<file path="src/rtl/i2s_pkg.sv">
// Shared I2S framing constants, common to the receiver and the transmitter.
package i2s_pkg;

    localparam logic CH_LEFT   = 1'b0;
    localparam logic CH_RIGHT  = 1'b1;
    localparam int   I2S_WIDTH = 32;

endpackage

</file>
<file path="src/rtl/i2s_lrck_edge.sv">
// LRCK two-stage delay: one-cycle slot pulse on every LRCK transition plus the current slot channel.
module i2s_lrck_edge
    import i2s_pkg::*;
(
    input  logic sclk_in,
    input  logic rst_n,
    input  logic lrck_in,
    output logic lrck_p,
    output logic lrck_ch
);

    logic lrck_d1;
    logic lrck_d2;

    always_ff @(posedge sclk_in or negedge rst_n) begin
        if (!rst_n) begin
            lrck_d1 <= CH_LEFT;
            lrck_d2 <= CH_LEFT;
        end else begin
            lrck_d1 <= lrck_in;
            lrck_d2 <= lrck_d1;
        end
    end

    assign lrck_p  = lrck_d1 ^ lrck_d2;
    assign lrck_ch = lrck_d1;

endmodule

</file>
<file path="src/rtl/i2s_rx.sv">
// I2S receiver: left-justified slot capture, L/R pairing and valid/ready delivery with overrun flag.
module i2s_rx
    import i2s_pkg::*;
#(
    parameter int pdata_width = I2S_WIDTH
) (
    input  logic                   sclk_in,
    input  logic                   rst_n,
    input  logic                   lrck_in,
    input  logic                   sdata_in,
    output logic [pdata_width-1:0] pldata_out,
    output logic [pdata_width-1:0] prdata_out,
    output logic                   pvalid_out,
    input  logic                   pready_in,
    output logic                   overrun_out
);

    localparam int CW = $clog2(pdata_width + 1);

    logic                   lrck_p;
    logic                   lrck_ch;
    logic                   ended_ch;
    logic                   pair_done;
    logic                   synced;
    logic                   left_ok;
    logic [CW-1:0]          cnt;
    logic [pdata_width-1:0] shift;
    logic [pdata_width-1:0] shift_nxt;
    logic [pdata_width-1:0] left_hold;

    i2s_lrck_edge u_lrck_edge (
        .sclk_in (sclk_in),
        .rst_n   (rst_n),
        .lrck_in (lrck_in),
        .lrck_p  (lrck_p),
        .lrck_ch (lrck_ch)
    );

    assign ended_ch  = ~lrck_ch;
    assign pair_done = lrck_p & synced & left_ok & (ended_ch == CH_RIGHT);

    // Bit cnt of the slot lands at position pdata_width-1-cnt (MSB first).
    always_comb begin
        shift_nxt = shift;
        for (int i = 0; i < pdata_width; i++) begin
            if (int'(cnt) == pdata_width - 1 - i) begin
                shift_nxt[i] = sdata_in;
            end
        end
    end

    always_ff @(posedge sclk_in or negedge rst_n) begin
        if (!rst_n) begin
            shift     <= '0;
            cnt       <= '0;
            synced    <= 1'b0;
            left_ok   <= 1'b0;
            left_hold <= '0;
        end else if (lrck_p) begin
            shift <= {sdata_in, {(pdata_width - 1){1'b0}}};
            cnt   <= CW'(1);
            // The slot in progress at reset release is partial, so it never commits.
            if (!synced) begin
                synced <= 1'b1;
            end else if (ended_ch == CH_LEFT) begin
                left_hold <= shift;
                left_ok   <= 1'b1;
            end else begin
                left_ok <= 1'b0;
            end
        end else if (int'(cnt) < pdata_width) begin
            shift <= shift_nxt;
            cnt   <= cnt + 1'b1;
        end
    end

    always_ff @(posedge sclk_in or negedge rst_n) begin
        if (!rst_n) begin
            pldata_out  <= '0;
            prdata_out  <= '0;
            pvalid_out  <= 1'b0;
            overrun_out <= 1'b0;
        end else begin
            overrun_out <= 1'b0;
            if (pair_done) begin
                // A transfer on the same edge frees the output register for the new pair.
                if (!pvalid_out || pready_in) begin
                    pldata_out <= left_hold;
                    prdata_out <= shift;
                    pvalid_out <= 1'b1;
                end else begin
                    overrun_out <= 1'b1;
                end
            end else if (pvalid_out && pready_in) begin
                pvalid_out <= 1'b0;
            end
        end
    end

endmodule
</file>
<file path="config.mk">
export PLATFORM = sky130hd
export DESIGN_NAME = i2s_rx
export DESIGN_NICKNAME = d
export VERILOG_FILES = /design/src/rtl/i2s_pkg.sv /design/src/rtl/i2s_lrck_edge.sv /design/src/rtl/i2s_rx.sv
export SDC_FILE = /design/constraint.sdc
export NUM_CORES = 1
export LEC_CHECK = 0
export ABC_AREA = 1
export CAP_MARGIN = 40
export CORE_MARGIN = 1.5
export CORE_UTILIZATION = 60
export CTS_CLUSTER_SIZE = 24
export DETAILED_ROUTE_END_ITERATION = 6
export DONT_BUFFER_PORTS = 1
export PLACE_DENSITY = 0.76
export SLEW_MARGIN = 10
export SYNTH_ARGS = -nofsm -noshare
export SYNTH_HDL_FRONTEND = slang
export SYNTH_SLANG_ARGS = --single-unit
</file>
<file path="constraint.sdc">
create_clock -name sclk_in -period 1.81 [get_ports sclk_in]
set_clock_uncertainty 0.1 [all_clocks]
set_input_delay 0.362 -clock sclk_in [delete_from_list [all_inputs] [get_ports sclk_in]]
set_output_delay 0.362 -clock sclk_in [all_outputs]
set_load 0.02 [all_outputs]
</file>
==> metrics.csv <==
metric;value;unit
start_util;61.4;%
via_count;4673;
violations;hold timing;
cp_slowest_cell;ha_1;
syn_inst;716;
fill_cells;804;
cp-start-kind;register;
grt_pass1_wl;21900;µm
drc;0;
clk_pin_slew_worst_paths;0.06;ns
vias_per_cell;5.39;
path_cells;inv_1, ha_1, nand3_1, nor2_1, nand2_1, nand2_1, inv_1;
cts_resized;0;
ys_ff_latch;140;
postCtsSetupBuffers;0;
cts_num_sinks;140;
synth.net_count;725;
drt_iter0_drc;373;
core-area;10300;µm²
dp_hpwl;8390;µm
overflow;0;
hold_buffers;2;
min_path_type;input port to asynchronous set/reset pin;
syn_to_final_growth;11.2;%
routabilityCongestion;0.875;
yosys_warnings;0;
clk_latency;0.53;ns
worstPathMaxFanout;10;
period_share;91.3;%
cts_root_buf;clkbuf_8;
wl_per_cell;14.7;µm
grt_max_degree;141;
startpoint;cnt[0];
rows;37;
worstPathRequired;2.13;ns
reg2reg_from;cnt[0];
port-buffer-count;0;
hold_viol_final;140;
io_pins;71;
period_minus_slack;1.65;ns
cp-end-kind;register;
maxCapViolCount;0;
final_common_cell;nand2_1;
nets;727;
finalWirelength;12800;µm
critPathKind;register to register;
tightestPinTransition;0.466;ns
grt_use_total;24.9;%
final_cell_mix;nand2_1, dfrtp_1, inv_1;
fmax;0.605;GHz
die-area;11100;µm²
netlist_area;6310;µm²
grt_pass1_vias;4640;
fin_util;68.3;%
relSlewSlack;68.9;%
rsz0062_at_grt;false;
yosysUniqueCellTypes;20;
status;complete, but fails checks;
cts_buffer_depth;2;
finalSetupViolations;0;
vdd_ir_drop_max;0.000573;V
drt_first_pass_iters;6;
synth.yosys.seq_area_share;55.5;%
avgSynthCellArea;8.81;µm²
power_leakage;3.47;nW
ant_nets;0;
p_per_area;1120;nW/µm²
tns;0;ns
arrival;1.97;ns
cts_tree;yes;
die_x;106;µm
final_layout_size_suffix_gt1_share;16.2;%
cts_inserted_buffers;17;
antenna_found_initial;1;
slowest_delay;0.42;ns
h-tree-depth;4;
die_h;106;µm
hold_ws;-0.571;ns
maxSlewViolCount;0;
## cells in the mapped netlist, drive strengths merged
library cell | instances | share of area, %
nand2 | 197 | 12
dfrtp | 140 | 56
inv | 102 | 6.1
o21ai | 98 | 11
nand3 | 84 | 6.7
nor2 | 41 | 2.6
buf | 32 | 4.0
clkbuf | 9 | 0.54
a21oi | 5 | 0.40
ha | 4 | 0.79
nor3 | 2 | 0.16
nand3b | 1 | 0.18
xnor2 | 1 | 0.26
## sequential cells by signal (all words and copies together) (netlist names)
register	count
synced	1
pvalid_out	1
overrun_out	1
prdata_out	32
left_ok	1
left_hold	32
u_lrck_edge.lrck_ch	1
cnt	6
pldata_out	32
u_lrck_edge.lrck_d2	1
shift	32
## through the flow
step                      std cells  worst slack (ns)  total power [mW]  hold WS (ns)  instance area [µm²]
after floorplan                 716             0.319              4.18       -0.0336                 6310
after global placement          833             0.229              4.36       -0.0301                 6390
after detailed placement        833             0.175              4.39       -0.0298                 6390
after CTS                       866             0.171              7.92        -0.583                 7010
after global routing            867            0.0260              8.20        -0.597                 7020
final                           867             0.157              7.88        -0.571                 7020
## where the power goes
group	switching, mW	leakage, nW	internal (mW)	total, mW
logic	0.484	1.25	0.264	0.748
clock network	1.29	0.300	2.24	3.53
registers	0.281	1.92	3.32	3.60
## worst paths after layout
path                                   to  slack, ns  cells after the start
setup / recovery                 shift[5]       0.16                      7
hold / removal              left_hold[20]      -0.57                      0
setup reg to reg                 shift[5]       0.16                      7
hold reg to reg              left_hold[7]       0.38                      2
max in group asynchronous  prdata_out[29]       2.00                      0
min in group sclk_in           pvalid_out       0.04                      3
## cell type report
| type | count | area [µm²] | area share (%) |
|---|---|---|---|
| Inverter | 102 | 383 | 5.46 |
| Multi-Input combinational cell | 433 | 2150 | 30.7 |
| Antenna cell | 1 | 2.50 | 0.0357 |
| Clock buffer | 21 | 469 | 6.69 |
| Sequential cell | 140 | 3500 | 49.9 |
| Clock inverter | 10 | 139 | 1.98 |
| Tap cell | 136 | 170 | 2.43 |
| Timing Repair Buffer | 24 | 198 | 2.82 |
## worst max-delay path: cells and delay by family, from the launching register on
family	cells	cell delay [ns]
flip-flops	1	0.41
adder cells (fa/ha/maj)	1	0.42
AND/OR/NAND/NOR	4	0.47
buffers and inverters	2	0.15
## routing by layer
layer,share of wire (%),vias up,GRT usage (%)
li1,-,2251,-
met1,45,2278,32.9
met2,48,122,39.4
met3,5.1,22,7.36
met4,1.5,0,8.69
met5,0,-,0
## kinds of logic (layout without fill, tap and decap cells)
group / count (synthesis) / count (layout) / share of synthesized area [%]
compound gates: 103 / 103 / 11.4
xor+xnor: 1 / 1 / 0.258
fa+ha+maj: 4 / 4 / 0.793
buf+inv: 143 / 157 / 10.6
flops: 140 / 140 / 55.5
other cells: 0 / 1 / 0
simple gates: 325 / 325 / 21.4
No activity file was read; power rests on OpenSTA's default activity.
